<file path="config.mk">
export PLATFORM = sky130hd
export DESIGN_NAME = motor_pwm_multi
export DESIGN_NICKNAME = d
export VERILOG_FILES = /design/src/rtl/motor_pwm_multi.sv
export SDC_FILE = /design/constraint.sdc
export NUM_CORES = 1
export LEC_CHECK = 0
export CORE_ASPECT_RATIO = 1.25
export CORE_MARGIN = 2
export CORE_UTILIZATION = 40
export DETAILED_ROUTE_END_ITERATION = 10
export DONT_BUFFER_PORTS = 1
export GPL_ROUTABILITY_DRIVEN = 0
export PLACE_DENSITY = 0.56
export REMOVE_ABC_BUFFERS = 1
export SYNTH_ARGS = -nofsm -noshare
export SYNTH_HDL_FRONTEND = slang
export SYNTH_SLANG_ARGS = --single-unit
</file>
<file path="constraint.sdc">
create_clock -name i_clkus -period 4.95 [get_ports i_clkus]
set_clock_uncertainty 0.15 [all_clocks]
set_input_delay 0.99 -clock i_clkus [delete_from_list [all_inputs] [get_ports i_clkus]]
set_output_delay 0.99 -clock i_clkus [all_outputs]
set_load 0.005 [all_outputs]
</file>
<file path="src/rtl/motor_pwm_multi.sv">
// rtl/motor_pwm_multi.sv - N-motor PWM driver with reversal dead time and period-aligned updates
// Optional soft start: define MOTOR_RAMP_EN.
module motor_pwm_multi #(
  parameter int N_MOT       = 2,
  parameter int CNT_W       = 12,
  parameter int PERIOD      = 2273,
  parameter int DUTY_NORMAL = 100,
  parameter int DUTY_FAST   = 200,
  parameter int DEAD_PER    = 2,
  parameter int RAMP_STEP   = 10
) (
  input  logic               i_clkus,
  input  logic               i_rst,
  input  logic [2*N_MOT-1:0] i_speed,
  output logic [2*N_MOT-1:0] o_motor_ctrl,
  output logic [2*N_MOT-1:0] o_motor_en,
  output logic [N_MOT-1:0]   o_motor_dead
);

  localparam int DW  = CNT_W + 1;
  localparam int DCW = (DEAD_PER < 2) ? 1 : $clog2(DEAD_PER + 1);

  // Duties are clamped to 2**CNT_W so oversized values hold the output on instead of wrapping.
  localparam logic [DW-1:0] L_NORMAL = (DUTY_NORMAL >= 2**CNT_W) ? DW'(2**CNT_W) : DW'(DUTY_NORMAL);
  localparam logic [DW-1:0] L_FAST   = (DUTY_FAST   >= 2**CNT_W) ? DW'(2**CNT_W) : DW'(DUTY_FAST);

  typedef enum logic [1:0] {
    S_IDLE = 2'd0,
    S_RUN  = 2'd1,
    S_DEAD = 2'd2
  } state_t;

  logic [CNT_W-1:0] r_cnt;
  logic             w_wrap;

  assign w_wrap = (r_cnt == CNT_W'(PERIOD - 1));

  always_ff @(posedge i_clkus) begin
    if (i_rst) begin
      r_cnt <= '0;
    end else if (w_wrap) begin
      r_cnt <= '0;
    end else begin
      r_cnt <= r_cnt + 1'b1;
    end
  end

  for (genvar g = 0; g < N_MOT; g++) begin : g_mot
    state_t          r_state, w_state_nxt;
    logic            r_fwd, w_fwd_nxt;
    logic [DCW-1:0]  r_dead_cnt, w_dead_cnt_nxt;
    logic [DW-1:0]   r_duty, w_duty_nxt;
    logic [1:0]      r_ctrl, r_en;
    logic            r_dead;

    logic [1:0]      w_code;
    logic            w_stop, w_code_fwd;
    logic [DW-1:0]   w_tgt, w_entry_duty, w_run_duty;

    assign w_code     = i_speed[2*g+1:2*g];
    assign w_stop     = (w_code == 2'b00);
    assign w_code_fwd = w_code[0];
    assign w_tgt      = (w_code == 2'b11) ? L_FAST : L_NORMAL;

`ifdef MOTOR_RAMP_EN
    localparam logic [DW-1:0] L_STEP = (RAMP_STEP >= 2**CNT_W) ? DW'(2**CNT_W) : DW'(RAMP_STEP);
    logic [DW:0] w_sum;

    // Ramp saturates at the target; a lower target takes effect at once.
    assign w_sum        = {1'b0, r_duty} + {1'b0, L_STEP};
    assign w_entry_duty = (L_STEP >= w_tgt) ? w_tgt : L_STEP;
    assign w_run_duty   = (w_sum >= {1'b0, w_tgt}) ? w_tgt : w_sum[DW-1:0];
`else
    assign w_entry_duty = w_tgt;
    assign w_run_duty   = w_tgt;
`endif

    always_comb begin
      w_state_nxt    = r_state;
      w_fwd_nxt      = r_fwd;
      w_dead_cnt_nxt = r_dead_cnt;
      w_duty_nxt     = r_duty;
      if (w_wrap) begin
        case (r_state)
          S_IDLE: begin
            if (!w_stop) begin
              w_state_nxt = S_RUN;
              w_fwd_nxt   = w_code_fwd;
              w_duty_nxt  = w_entry_duty;
            end
          end
          S_RUN: begin
            if (w_stop) begin
              w_state_nxt = S_IDLE;
            end else if (w_code_fwd == r_fwd) begin
              w_duty_nxt = w_run_duty;
            end else if (DEAD_PER == 0) begin
              w_fwd_nxt  = w_code_fwd;
              w_duty_nxt = w_run_duty;
            end else begin
              w_state_nxt    = S_DEAD;
              w_dead_cnt_nxt = DCW'(DEAD_PER);
            end
          end
          S_DEAD: begin
            // Direction is taken from the code seen when the dead time expires.
            if (w_stop) begin
              w_state_nxt = S_IDLE;
            end else if (r_dead_cnt <= DCW'(1)) begin
              w_state_nxt    = S_RUN;
              w_fwd_nxt      = w_code_fwd;
              w_dead_cnt_nxt = '0;
              w_duty_nxt     = w_entry_duty;
            end else begin
              w_dead_cnt_nxt = r_dead_cnt - 1'b1;
            end
          end
          default: w_state_nxt = S_IDLE;
        endcase
      end
    end

    always_ff @(posedge i_clkus) begin
      if (i_rst) begin
        r_state    <= S_IDLE;
        r_fwd      <= 1'b0;
        r_dead_cnt <= '0;
        r_duty     <= '0;
        r_ctrl     <= 2'b00;
        r_en       <= 2'b00;
        r_dead     <= 1'b0;
      end else begin
        r_state    <= w_state_nxt;
        r_fwd      <= w_fwd_nxt;
        r_dead_cnt <= w_dead_cnt_nxt;
        r_duty     <= w_duty_nxt;
        r_ctrl     <= ((r_state == S_RUN) && ({1'b0, r_cnt} < r_duty)) ?
                      (r_fwd ? 2'b10 : 2'b01) : 2'b00;
        r_en       <= (r_state == S_RUN) ? 2'b11 : 2'b00;
        r_dead     <= (r_state == S_DEAD);
      end
    end

    assign o_motor_ctrl[2*g+1:2*g] = r_ctrl;
    assign o_motor_en[2*g+1:2*g]   = r_en;
    assign o_motor_dead[g]         = r_dead;
  end

endmodule

</file>
==> results of run 1 <==
==> layer usage <==
metal  vias to the layer above  wire length (um)  GRT usage (%)
li1                        766                 -              -
met1                       675              1840           21.1
met4                         0                91           7.71
met3                         7               101           4.43
met2                        14              1840           25.7
met5                         -                 0              0
==> critical path: stages, from the launching register on <==
cell and delay [ns]:
dfxtp_1 0.34, inv_1 0.07, ha_1 0.14, and4b_2 0.29, nand3_2 0.27, or3_1 0.44, a21oi_1 0.14
==> through the flow <==
stage               hold slack (ns)  util [%]  std cells  setup slack, ns
floorplan                     0.279         -        206             2.88
global placement              0.299      40.8        266             2.79
detailed placement            0.310      40.8        266             2.77
CTS                           0.321      42.9        273             3.04
global route                  0.337      42.9        273             2.93
finish                        0.314      42.9        273             3.04
==> registers in the layout, summed over array words and instances (netlist names) <==
signal            flops
g_mot.r_ctrl          4
g_mot.r_dead_cnt      4
g_mot.r_state         4
g_mot.r_en            2
g_mot.r_duty          6
g_mot.r_dead          2
r_cnt                12
g_mot.r_fwd           2
==> cell usage in the layout, fill, tap and decap left out, types with 2 or more instances in the layout <==
cell and n:
a211o_1 5, a21o_1 2, a21oi_1 17, and3_1 5, clkbuf_8 7, dfxtp_1 36, ha_1 10, inv_1 13
mux2i_1 3, nand2_1 12, nand2b_1 8, nand3_1 11, nand3b_1 3, nand4_1 2, nand4b_1 5, nor2_1 23
nor3_1 5, nor3b_1 2, nor4_1 3, o21a_1 2, o21ai_0 3, o31ai_1 6, or3_1 3, xnor2_1 8
xor2_1 2
==> path summary, 6_finish.rpt <==
check,start,end,cells past startpoint,slack (ns)
worst max-delay path,r_cnt[0],g_mot[1].r_duty[6],6,3.04
worst min-delay path,g_mot[0].r_duty[6],g_mot[0].r_duty[6],2,0.31
worst max register to register,r_cnt[0],g_mot[1].r_duty[6],6,3.04
worst min register to register,g_mot[0].r_duty[6],g_mot[0].r_duty[6],2,0.31
==> power by group through the flow <==
stage               Combinational, mW  Sequential, mW  Clock [mW]
floorplan                      0.0104           0.300           0
global placement               0.0135           0.301           0
detailed placement             0.0133           0.301           0
CTS                            0.0135           0.294       0.234
global route                   0.0152           0.295       0.248
finish                         0.0134           0.294       0.226
==> cell type report <==
class | instances | area (um^2)
Fill cell | 463 | 2660
Multi-Input combinational cell | 157 | 1060
Sequential cell | 36 | 721
Clock buffer | 7 | 96.3
Tap cell | 60 | 75.1
Inverter | 13 | 48.8
==> cells by family after synthesis <==
family	Yosys count	synth area share, %
and+or+nand+nor	90	26.6
AOI/OAI and AO/OA	44	15.9
DFF	36	37.7
buffers and inverters	26	7.13
xor gates and xnor gates	10	4.58
adders and majority gates	10	6.54
muxes	3	1.57
==> flow_metrics.env, run 1 <==
export IMPL_status="finished, final reports clean"
export IMPL_fin_crit_sh_pct=38.6
export IMPL_initial_core_util_pct=41.1
export IMPL_synth_edf_count=0
export IMPL_yosysTopAreaCellShare_pct=37.7
export IMPL_synth_commonest_cells="dfxtp_1, nor2_1, a21oi_1, inv_1, nand2_1"
export IMPL_nets=229
export IMPL_ys_seq_elements=36
export IMPL_critPathKind="reg -> reg"
export IMPL_endpoint_kind="flop"
export IMPL_core_um2=4660
export IMPL_vias_per_cell=5.36
export IMPL_p_seq_share_pct=55.1
export IMPL_synth_area_leaders="dfxtp_1, ha_1, nor2_1, a21oi_1, xnor2_1"
export IMPL_max_slew_margin_pct=41.0
export IMPL_post_dp_hpwl_um=2770
export IMPL_powerDensity_nw_per_um2=267
export IMPL_drc=0
export IMPL_wl_per_cell_um=14.2
export IMPL_areaGrowthSynthToFinish_pct=4.38
export IMPL_grt_pass1_vias=1372
export IMPL_grt_setup_unrepaired="false"
export IMPL_path_clk_slew_ns=0.07
export IMPL_synth_top_cell_by_area="dfxtp_1"
export IMPL_yosysMostFrequentCell="dfxtp_1"
export IMPL_max_slew_worst_pin_slew_ns=0.878
export IMPL_grt_overflow=0
export IMPL_die_h_um=81.3
export IMPL_max_freq_ghz=0.524
export IMPL_totalWireLength_um=3870
export IMPL_hold_class="reg -> reg"
export IMPL_dpl_cell_area_um2=1900
export IMPL_numCtsBuffers=5
export IMPL_root_buffer="clkbuf_8"
export IMPL_required_ns=5.03
export IMPL_p_int_uw=421
export IMPL_die_w_um=65.9
export IMPL_drive_gt1_share_pct=6.57
export IMPL_hold_viol_final=0
export IMPL_rows=28
export IMPL_clkPwrFrac_pct=42.3
export IMPL_htree_levels=2
export IMPL_ys_flop_type="dfxtp_1"
export IMPL_slew_violations=0
export IMPL_clk_latency_ns=0.29
export IMPL_cts_setup_buffers=0
export IMPL_async_flop_share_pct=0
export IMPL_period_needed_ns=1.91
export IMPL_yosysWarningCount=0
export IMPL_setup_viol=0
export IMPL_cts_resized=0
export IMPL_grt_pass1_wl_um=6650
export IMPL_syn_area_per_cell_um2=8.74
export IMPL_yosysSeqAreaShare_pct=37.7
export IMPL_pwr_share_comb_pct=2.5
export IMPL_finalInstanceArea_um2=2000
export IMPL_switching_share_pct=21.1
export IMPL_grt_max_degree=18
export IMPL_design_power_total_uw=534
export IMPL_drv_cap=0
export IMPL_first_iter_violations=95
export IMPL_cts_max_path_buffers=2
export IMPL_netlist_instances=219
export IMPL_crit_arrival_ns=1.98
export IMPL_dr_pass1_iters=4
export IMPL_cts_sinks=36
export IMPL_synth_distinct_cells=45
export IMPL_power_leakage_nw=0.694
export IMPL_worst_setup_path_start_kind="flop"
export IMPL_crit_path_max_fanout=13
export IMPL_syn_area_um2=1910
export IMPL_gr_usage_all_layers_pct=16.5
export IMPL_io_buffer_count=0
export IMPL_switching_power_uw=113
export IMPL_ant_nets=0
export IMPL_cts_tree="yes"
export IMPL_boundaryPins=16
export IMPL_ir_drop_v=0.000126
export IMPL_tns_ns=0
export IMPL_vias=1462
export IMPL_postCtsHoldBufs=0
export IMPL_die_area_um2=5360
export IMPL_antenna_found_initial=0
export IMPL_antenna_cells=0
No activity file was read; power rests on OpenSTA's default activity.
==> run 2, diff against run 1 <==
--- a/config.mk
+++ b/config.mk
@@ -11,7 +11,7 @@
 export DETAILED_ROUTE_END_ITERATION = 10
 export DONT_BUFFER_PORTS = 1
 export GPL_ROUTABILITY_DRIVEN = 0
-export PLACE_DENSITY = 0.56
+export PLACE_DENSITY = 0.58
 export REMOVE_ABC_BUFFERS = 1
 export SYNTH_ARGS = -nofsm -noshare
 export SYNTH_HDL_FRONTEND = slang
==> constraint.sdc (replaced) <==
create_clock -name i_clkus -period 1.68 [get_ports i_clkus]
set_clock_uncertainty 0.15 [all_clocks]
set_input_delay 0.336 -clock i_clkus [delete_from_list [all_inputs] [get_ports i_clkus]]
set_output_delay 0.336 -clock i_clkus [all_outputs]
set_load 0.005 [all_outputs]
==> flow_metrics.env, run 2 (synthesized netlist as in run 1, its figures left out) <==
export IMPL_status="finished with violations"
export IMPL_violations="negative hold slack"
export IMPL_ant_nets=0
export IMPL_boundaryPins=16
export IMPL_grt_setup_unrepaired="true"
export IMPL_cts_max_path_buffers=2
export IMPL_initial_core_util_pct=41.1
export IMPL_required_ns=1.71
export IMPL_clk_latency_ns=0.29
export IMPL_endpoint_kind="flop"
export IMPL_vias=1620
export IMPL_crit_path_max_fanout=5
export IMPL_top_register="r_cnt"
export IMPL_die_w_um=65.9
export IMPL_cts_tree="yes"
export IMPL_final_cell_mix="dfxtp_1, buf_4, nor2_1"
export IMPL_dr_pass1_iters=4
export IMPL_largestRegisters="r_cnt (12), g_mot.r_duty (6)"
export IMPL_powerDensity_nw_per_um2=658
export IMPL_rows=28
export IMPL_first_iter_violations=104
export IMPL_pre_cts_ws_ns=-0.0553
export IMPL_nets=259
export IMPL_max_slew_margin_pct=75.3
export IMPL_postCtsHoldBufs=2
export IMPL_cts_sinks=36
export IMPL_root_buffer="clkbuf_8"
export IMPL_hold_class="in -> reg"
export IMPL_holdWs_ns=-0.0426
export IMPL_antenna_cells=0
export IMPL_areaGrowthSynthToFinish_pct=19.5
export IMPL_max_freq_ghz=0.607
export IMPL_gr_usage_all_layers_pct=17.2
export IMPL_fin_crit_sh_pct=98.0
export IMPL_totalWireLength_um=4230
export IMPL_worst_setup_path_start_kind="flop"
export IMPL_antenna_found_initial=0
export IMPL_die_area_um2=5360
export IMPL_vias_per_cell=5.35
export IMPL_io_buffer_count=0
export IMPL_power_leakage_nw=0.848
export IMPL_drc=0
export IMPL_path_clk_slew_ns=0.07
export IMPL_crit_arrival_ns=1.67
export IMPL_largest_reg_flops=12
export IMPL_slew_violations=0
export IMPL_fin_ws_ns=0.0329
export IMPL_drv_cap=0
export IMPL_htree_levels=2
export IMPL_grt_pass1_vias=1519
export IMPL_finalInstanceArea_um2=2290
export IMPL_dpl_cell_area_um2=2100
export IMPL_grt_pass1_wl_um=7000
export IMPL_grt_overflow=0
export IMPL_post_dp_hpwl_um=3090
export IMPL_reg2regPathDepth=7
export IMPL_setup_viol=0
export IMPL_wl_per_cell_um=14.0
export IMPL_period_needed_ns=1.65
export IMPL_hold_viol_final=11
export IMPL_drive_gt1_share_pct=21.8
export IMPL_grt_max_degree=18
export IMPL_core_um2=4660
export IMPL_die_h_um=81.3
export IMPL_hold_path_depth=1
export IMPL_max_slew_worst_pin_slew_ns=0.366
export IMPL_numCtsBuffers=5
export IMPL_ir_drop_v=0.000310
export IMPL_final_common_cell="dfxtp_1"
export IMPL_critPathKind="reg -> reg"
==> run 2: cell count changes in the layout (fill, tap and decap cells not counted), moves of 2 or more <==
cell           delta
buf_4            +26
clkbuf_8          -2
dfxtp_1           -4
dfxtp_2           +3
dlygate4sd3_1     +2
inv_1             -2
inv_2             +2
==> run 2: where the power goes <==
group	internal [mW]	switching, mW
logic	0.0307	0.0315
clock network	0.282	0.297
registers	0.858	0.00373
total	1.17	0.332
==> run 2: routing by layer <==
metal  vias up  track usage [%]  wire length [um]  part of all wire (%)
met5         -                0                 0                     0
met4         0             6.46                82                   1.9
met3         7             4.43               137                   3.2
met2        23             29.0              2100                    50
met1       769             20.8              1910                    45
li1        821                -                 -                     -
==> run 2: area by class of cell <==
type / instances / area (um^2)
Clock buffer: 6 / 72.6
Clock inverter: 1 / 5.00
Fill cell: 465 / 2370
Inverter: 13 / 48.8
Multi-Input combinational cell: 158 / 1120
Sequential cell: 36 / 728
Tap cell: 60 / 75.1
Timing Repair Buffer: 29 / 235
==> run 2: path summary, 6_finish.rpt <==
| check | start | endpoint | slack (ns) |
|---|---|---|---|
| max | r_cnt[0] | g_mot[1].r_state[0] | 0.03 |
| min reg2reg | g_mot[0].r_duty[6] | g_mot[0].r_duty[6] | 0.32 |
| max reg2reg | r_cnt[0] | g_mot[1].r_state[0] | 0.03 |
| min | i_rst | g_mot[1].r_duty[6] | -0.04 |
==> run 2: worst max-delay path: stages, from the launching register on <==
cell	delay, ns
dfxtp_2	0.32
inv_2	0.04
ha_1	0.12
and4b_2	0.29
nand3_4	0.12
buf_4	0.18
o31ai_4	0.22
a21oi_1	0.10
==> run 2: timing repair <==
item	CTS	global route
pin swaps	0	10
gates cloned	0	1
gates resized for setup	2	16
hold endpoints to repair	13	12
endpoints found under the setup margin	8	14
setup buffers	0	3
==> run 2: metrics by stage <==
step / util (%) / cells / total power, mW / TNS [ns]
after floorplan: - / 206 / 0.915 / 0
after global placement: 45.1 / 291 / 0.942 / -0.0101
after detailed placement: 45.1 / 291 / 0.942 / -0.209
after CTS: 47.4 / 300 / 1.52 / 0
after global routing: 49.1 / 303 / 1.57 / -0.0664
final: 49.1 / 303 / 1.50 / 0
